==> config.mk <==
export PLATFORM = sky130hd
export DESIGN_NAME = reg_file_mp_flat
export DESIGN_NICKNAME = d
export VERILOG_FILES = /design/src/rtl/reg_file_mp_if.sv /design/src/rtl/reg_file_mp.sv /design/src/flat_wrapper.sv
export SDC_FILE = /design/constraint.sdc
export NUM_CORES = 1
export LEC_CHECK = 0
export CAP_MARGIN = 30
export CORE_MARGIN = 5
export CORE_UTILIZATION = 59
export CTS_CLUSTER_DIAMETER = 80
export DETAILED_ROUTE_END_ITERATION = 16
export PLACE_DENSITY = 0.81
export SETUP_SLACK_MARGIN = 0.2
export SYNTH_ARGS = -nofsm -noshare
export SYNTH_HDL_FRONTEND = slang
export SYNTH_SLANG_ARGS = --single-unit
==> constraint.sdc <==
create_clock -name clk -period 2.51 [get_ports clk]
set_input_delay 0.3765 -clock clk [delete_from_list [all_inputs] [get_ports clk]]
set_output_delay 0.3765 -clock clk [all_outputs]
set_load 0.02 [all_outputs]
==> src/rtl/reg_file_mp_if.sv <==
// Bus bundle for reg_file_mp: write ports, read ports, reservation port and scoreboard view.
// Writes and reservations are single-cycle strobes sampled on the rising clock edge; there is no backpressure.
interface reg_file_mp_if #(
    parameter int W  = 8,
    parameter int D  = 4,
    parameter int NR = 2,
    parameter int NW = 2
);
    logic [NW-1:0]     we;
    logic [NW*D-1:0]   waddr;
    logic [NW*W-1:0]   wdata;
    logic [NR*D-1:0]   raddr;
    logic [NR*W-1:0]   rdata;
    logic [NR-1:0]     rbusy;
    logic              resv_en;
    logic [D-1:0]      resv_addr;
    logic [(2**D)-1:0] busy_vec;

    modport master (
        output we, waddr, wdata, raddr, resv_en, resv_addr,
        input  rdata, rbusy, busy_vec
    );

    modport slave (
        input  we, waddr, wdata, raddr, resv_en, resv_addr,
        output rdata, rbusy, busy_vec
    );
endinterface

==> src/rtl/reg_file_mp.sv <==
// Multi-port register file with per-register busy scoreboard; register 0 is hardwired to zero.
// Optional same-cycle write-to-read forwarding is enabled by defining REG_FILE_BYPASS_EN.
module reg_file_mp #(
    parameter int W  = 8,
    parameter int D  = 4,
    parameter int NR = 2,
    parameter int NW = 2
) (
    input logic         clk,
    input logic         rst_n,
    reg_file_mp_if.slave bus
);
    localparam int DEPTH = 2 ** D;

    logic [W-1:0]     regs [DEPTH];
    logic [DEPTH-1:0] busy;
    logic [DEPTH-1:0] busy_nxt;
    logic [NR*W-1:0]  rdata_c;
    logic [NR-1:0]    rbusy_c;

    // Ascending port order makes the highest-index port the last assignment, so it wins conflicts.
    always_ff @(posedge clk or negedge rst_n) begin
        if (!rst_n) begin
            for (int i = 0; i < DEPTH; i++) begin
                regs[i] <= '0;
            end
            busy <= '0;
        end else begin
            for (int k = 0; k < NW; k++) begin
                if (bus.we[k] && (bus.waddr[k*D +: D] != '0)) begin
                    regs[bus.waddr[k*D +: D]] <= bus.wdata[k*W +: W];
                end
            end
            busy <= busy_nxt;
        end
    end

    // A reservation overrides a release of the same register: the new producer owns it.
    always_comb begin
        busy_nxt = busy;
        for (int k = 0; k < NW; k++) begin
            if (bus.we[k]) begin
                busy_nxt[bus.waddr[k*D +: D]] = 1'b0;
            end
        end
        if (bus.resv_en) begin
            busy_nxt[bus.resv_addr] = 1'b1;
        end
        busy_nxt[0] = 1'b0;
    end

    always_comb begin
        rdata_c = '0;
        rbusy_c = '0;
        for (int j = 0; j < NR; j++) begin
            rdata_c[j*W +: W] = regs[bus.raddr[j*D +: D]];
            rbusy_c[j]        = busy[bus.raddr[j*D +: D]];
`ifdef REG_FILE_BYPASS_EN
            for (int k = 0; k < NW; k++) begin
                if (bus.we[k] && (bus.waddr[k*D +: D] == bus.raddr[j*D +: D])
                    && (bus.waddr[k*D +: D] != '0)) begin
                    rdata_c[j*W +: W] = bus.wdata[k*W +: W];
                    rbusy_c[j]        = bus.resv_en && (bus.resv_addr == bus.raddr[j*D +: D]);
                end
            end
`endif
            if (bus.raddr[j*D +: D] == '0) begin
                rdata_c[j*W +: W] = '0;
                rbusy_c[j]        = 1'b0;
            end
        end
    end

    assign bus.rdata    = rdata_c;
    assign bus.rbusy    = rbusy_c;
    assign bus.busy_vec = busy;
endmodule

==> src/flat_wrapper.sv <==
// flat-port wrapper written by rule: the top's interface ports become plain ports
module reg_file_mp_flat 
#(
    parameter int W  = 8,
    parameter int D  = 4,
    parameter int NR = 2,
    parameter int NW = 2
)
  (clk, rst_n, bus_we, bus_waddr, bus_wdata, bus_raddr, bus_resv_en, bus_resv_addr, bus_rdata, bus_rbusy, bus_busy_vec);
  reg_file_mp_if #(.W(W), .D(D), .NR(NR), .NW(NW)) bus_i ();
  input logic clk;
  input logic rst_n;
  input wire logic [$bits(bus_i.we)-1:0] bus_we;
  input wire logic [$bits(bus_i.waddr)-1:0] bus_waddr;
  input wire logic [$bits(bus_i.wdata)-1:0] bus_wdata;
  input wire logic [$bits(bus_i.raddr)-1:0] bus_raddr;
  input wire logic [$bits(bus_i.resv_en)-1:0] bus_resv_en;
  input wire logic [$bits(bus_i.resv_addr)-1:0] bus_resv_addr;
  output wire logic [$bits(bus_i.rdata)-1:0] bus_rdata;
  output wire logic [$bits(bus_i.rbusy)-1:0] bus_rbusy;
  output wire logic [$bits(bus_i.busy_vec)-1:0] bus_busy_vec;
  assign bus_i.we = bus_we;
  assign bus_i.waddr = bus_waddr;
  assign bus_i.wdata = bus_wdata;
  assign bus_i.raddr = bus_raddr;
  assign bus_i.resv_en = bus_resv_en;
  assign bus_i.resv_addr = bus_resv_addr;
  assign bus_rdata = bus_i.rdata;
  assign bus_rbusy = bus_i.rbusy;
  assign bus_busy_vec = bus_i.busy_vec;
  reg_file_mp #(.W(W), .D(D), .NR(NR), .NW(NW)) u_core (.clk(clk), .rst_n(rst_n), .bus(bus_i));
endmodule
==> results of run 1 <==
## kinds of logic (layout without fill, tap and decap cells)
logic type	Yosys count	count (layout)	synth area share, %
flops	142	142	39.64
mux	192	192	27.08
buf+inv	94	198	4.578
simple gates	248	248	13.66
other cells	1	1	0.04183
compound gates	222	222	15.00
## how the worst max path moves through the flow
stage	from	endpoint	cells after the start
5_1_grt	bus_raddr[3]	bus_rdata[5]	7
3_3_place_gp	bus_raddr[5]	bus_rdata[15]	7
4_1_cts	bus_raddr[1]	bus_rdata[1]	8
2_1_floorplan	bus_raddr[4]	bus_rdata[14]	5
6_report	u_core.regs[60]	bus_rdata[12]	4
3_5_place_dp	bus_raddr[5]	bus_rdata[11]	8
## what timing repair did
| action | in CTS | in global routing |
|---|---|---|
| pin swaps | 1 | 5 |
| hold buffers | 1 | 0 |
| buffers inserted | 3 | 0 |
| setup endpoints to repair | 18 | 14 |
| endpoints found under the hold margin | 44 | 0 |
| resized for setup | 104 | 27 |
| cloned | 2 | 0 |
## metal layers
| metal | wire, um | part of all wire (%) |
|---|---|---|
| met3 | 3302 | 11 |
| met4 | 1415 | 4.8 |
| met1 | 11270 | 38 |
| met5 | 0 | 0 |
| met2 | 13500 | 46 |
## through the flow
step,cells,hold slack (ns)
CTS,1191,0.4057
floorplan,899,0.08091
detailed placement,1153,0.3440
global route,1191,0.4175
finish,1191,0.4061
global placement,1153,0.3440
## power by group
part / switching (mW) / internal [mW]
sequential: 0.505 / 2.84
clock: 0.983 / 1.82
combinational: 1.15 / 1.21
total: 2.64 / 5.87
## registers in the layout, summed over array words and instances, names as in the netlist
register and cells:
u_core.regs 127, u_core.bus.busy_vec 15
## cell type report
class	instances	area, um2	area share (%)
Inverter	6	22.52	0.2021
Timing Repair Buffer	160	1567	14.05
Sequential cell	142	3553	31.88
Clock buffer	23	508.0	4.558
Tap cell	188	235.2	2.110
Multi-Input combinational cell	663	5106	45.81
Clock inverter	9	153.9	1.381
## worst max-delay path, cell delays in order, from the launching register on
cell	delay, ns
sky130_fd_sc_hd__dfrtp_1	0.41
sky130_fd_sc_hd__mux4_2	0.48
sky130_fd_sc_hd__a22oi_1	0.27
sky130_fd_sc_hd__o21ai_1	0.15
sky130_fd_sc_hd__buf_4	0.18
## cells in the final DEF (no fill, tap or decap), types with 3 or more instances in the layout
cell / instances
sky130_fd_sc_hd__buf_4: 67
sky130_fd_sc_hd__nor2b_1: 6
sky130_fd_sc_hd__clkdlybuf4s50_1: 47
sky130_fd_sc_hd__mux2_2: 4
sky130_fd_sc_hd__buf_2: 15
sky130_fd_sc_hd__a22oi_1: 6
sky130_fd_sc_hd__and2_1: 4
sky130_fd_sc_hd__dfrtp_1: 142
sky130_fd_sc_hd__nand2b_1: 5
sky130_fd_sc_hd__or3_1: 3
sky130_fd_sc_hd__o21ai_0: 16
sky130_fd_sc_hd__mux2i_1: 148
sky130_fd_sc_hd__a21oi_1: 90
sky130_fd_sc_hd__inv_1: 6
sky130_fd_sc_hd__bufinv_16: 4
sky130_fd_sc_hd__o21ai_2: 5
sky130_fd_sc_hd__nor2_1: 101
sky130_fd_sc_hd__a221o_1: 4
sky130_fd_sc_hd__buf_12: 16
sky130_fd_sc_hd__o2bb2ai_1: 14
sky130_fd_sc_hd__or4_1: 10
sky130_fd_sc_hd__nand2_1: 58
sky130_fd_sc_hd__o31ai_1: 4
sky130_fd_sc_hd__a211oi_1: 12
sky130_fd_sc_hd__and3_1: 4
sky130_fd_sc_hd__a32o_1: 4
sky130_fd_sc_hd__buf_6: 10
sky130_fd_sc_hd__o21ai_1: 39
sky130_fd_sc_hd__a22oi_2: 12
sky130_fd_sc_hd__nor3_1: 24
sky130_fd_sc_hd__a22o_1: 15
sky130_fd_sc_hd__clkbuf_16: 17
sky130_fd_sc_hd__and3b_1: 3
sky130_fd_sc_hd__nor2_4: 9
sky130_fd_sc_hd__nand3_1: 7
sky130_fd_sc_hd__mux4_2: 40
sky130_fd_sc_hd__clkbuf_8: 6
## Yosys cell counts, drive strengths merged (15+ instances only)
library cell  count  area share (%)
nor2            111             5.4
a22oi            18             1.5
dfrtp           142              40
buf              42             2.4
a22o             15             1.5
mux2i           148              17
a21oi            90             5.0
o21ai            61             3.4
nor3             24             1.3
mux4             40              10
clkbuf           46             1.9
nand2            60             2.5
==> impl.org, run 1 <==
** Run status
- The flow ran to the end, and the final reports show no timing, DRC or antenna violations.

** Hold path
- In this run the most critical hold path is launched from u_core.regs[122].
- The worst hold path passes through 0 cells.
- For hold timing, the worst endpoint is u_core.regs[122].
- Hold WC Path Type :: register to register

** Synth
- Yosys mapped the design onto 38 distinct sky130hd cell types.
- Number of synthesized flops with an enable pin :: 0
- For this run, the leading register cell type out of synthesis is sky130_fd_sc_hd__dfrtp_1.
- Share of flip-flops with an asynchronous set or reset :: 100.0%
- The Yosys step of the flow raised 0 warnings.
- A synthesized cell averages between 9 and 10 um2.
- Summing every instance area after synthesis gives around 9000 um2.
- After synthesis the netlist holds a flip-flop and latch count of around 140.
- When the netlist entered floorplanning its net count stood at 940.
- Gate count after technology mapping :: 899
- Fraction of the yosys area taken by sequential cells :: 39.64%

** Global route
- met2 is the most crowded layer.
- Met3 Resource Use GR :: about a tenth
- Antenna violations before repair :: 0
- The first global-routing pass estimated between 40000 and 50000 um of wire.
- Total congestion overflow after global routing :: 0
- Number of global-route vias before repair :: between 8k and 9k
- In the global route stage, overall resource usage came out at 33.41%.
- GR Util met2 :: 51.24%
- Maximum number of pins on one net before global-route repair :: 53
- Global routing consumed, on the met1 layer, 42.71% of the routing resources.

** Placement
- OpenSTA, run right after detailed placement, puts the worst setup slack at -0.4106 ns.
- Detail Placement HPWL :: 19410 um
- # port buffers :: 73
- In this run the cell area measured after placement is about 10000 um2.
- GP Congestion :: ~0.93

** Run
- Number of maximum-capacitance constraint violations :: 0

** Clock network
- Worst-path clk slew :: roughly 0.06 ns
- TritonCTS built the clock tree.
- Clk root buf :: sky130_fd_sc_hd__clkbuf_16
- H-tree Lvls :: 4
- Clock latency at the later pin of the worst-skew pair :: 0.43 ns
- CTS saw 142 sinks.
- Number of buffers created by CTS :: 17
- No sink is reached through more buffers than the 2 on the longest clock path.

** STA
- Min Tclk post-route :: 2.286 ns
- Sum of negative setup slack :: 0 ns
- Period utilisation layout :: between 90 and 100%
- Number of slew-limit violations in the final report :: 0
- Max_slew headroom :: 46.65%
- Slew of the pin with the lowest slew margin :: 0.7978 ns
- The clock arrives with 0 ns of skew.
- Across all setup checks in the final design, the least slack found is 0.2240 ns.
- The number of hold-slack violations in the final timing report is 0.
- Timing would allow up to between 400 and 500 MHz.
- RSZ-0062 raised after global routing :: no
- Setup violations remaining at the end of the flow were counted as 0.

** Route
- The first routing iteration left 1320 violations.
- DRT Wirelength :: 29480 um
- DR vias :: 8117
- Remaining number of nets flagged by the antenna check after routing :: 0
- In the routed design, unresolved DRC markers number 0.
- For this run, the detailed router's first-pass iteration total came to 6.
- Wire length per cell after detailed routing :: 24.75 um
- In the routed layout, each cell is associated on average with a via count of 6.815.

** Critical path
- Reg2Reg Depth :: 2
- Worst-path fanout max :: 3
- Register-to-register setup slack :: 1.64 ns
- Worst Path Class, Setup :: register to primary output
- Critical register-to-register path startpoint :: u_core.regs[75]
- Data on the critical path arrives at its endpoint at 1.91 ns.
- Endpoint kind of the worst setup timing path :: primary output
- RR Endpoint :: u_core.regs[75]
- Worst EP required :: ~2.1 ns
- The worst setup path is launched from a register.

** Power
- VDD sags by at most 569.1 uV.
- Static leakage :: 4.716 nW
- Power per Cell Area :: 763.8 nW/um2
- The design draws roughly 8.5 mW.

** Layout
- Share of final-layout standard cells stronger than drive strength 1 :: roughly 22%
- After routing the design area is approximately 11000 um2.
- Filler instances :: 999
- Final antenna diode count :: 0
- Final core area utilization :: 74.14%
- Post-layout net count :: 1031
- Growth of design area from synthesis to finish :: 24.33%

** Floorplan
- Core region area :: 15030 um2
- Chip width :: 133.3 um
- The die covers approximately 18000 um2.
- 75 I/O pins were placed.
- Std-Cell Rows :: 45
- The die is ~130 um tall.
- Starting density of the core :: 59.63%
Power figures use the tool's default switching activity.
==> inputs of run 2 (changes only) <==
--- a/config.mk
+++ b/config.mk
@@ -5,13 +5,14 @@
 export SDC_FILE = /design/constraint.sdc
 export NUM_CORES = 1
 export LEC_CHECK = 0
-export CAP_MARGIN = 30
+export CAP_MARGIN = 0
 export CORE_MARGIN = 5
 export CORE_UTILIZATION = 59
 export CTS_CLUSTER_DIAMETER = 80
 export DETAILED_ROUTE_END_ITERATION = 16
 export PLACE_DENSITY = 0.81
 export SETUP_SLACK_MARGIN = 0.2
+export SLEW_MARGIN = 20
 export SYNTH_ARGS = -nofsm -noshare
 export SYNTH_HDL_FRONTEND = slang
 export SYNTH_SLANG_ARGS = --single-unit
==> results of run 2 <==
No change in the layout: final DEF, timing and power equal those of run 1.
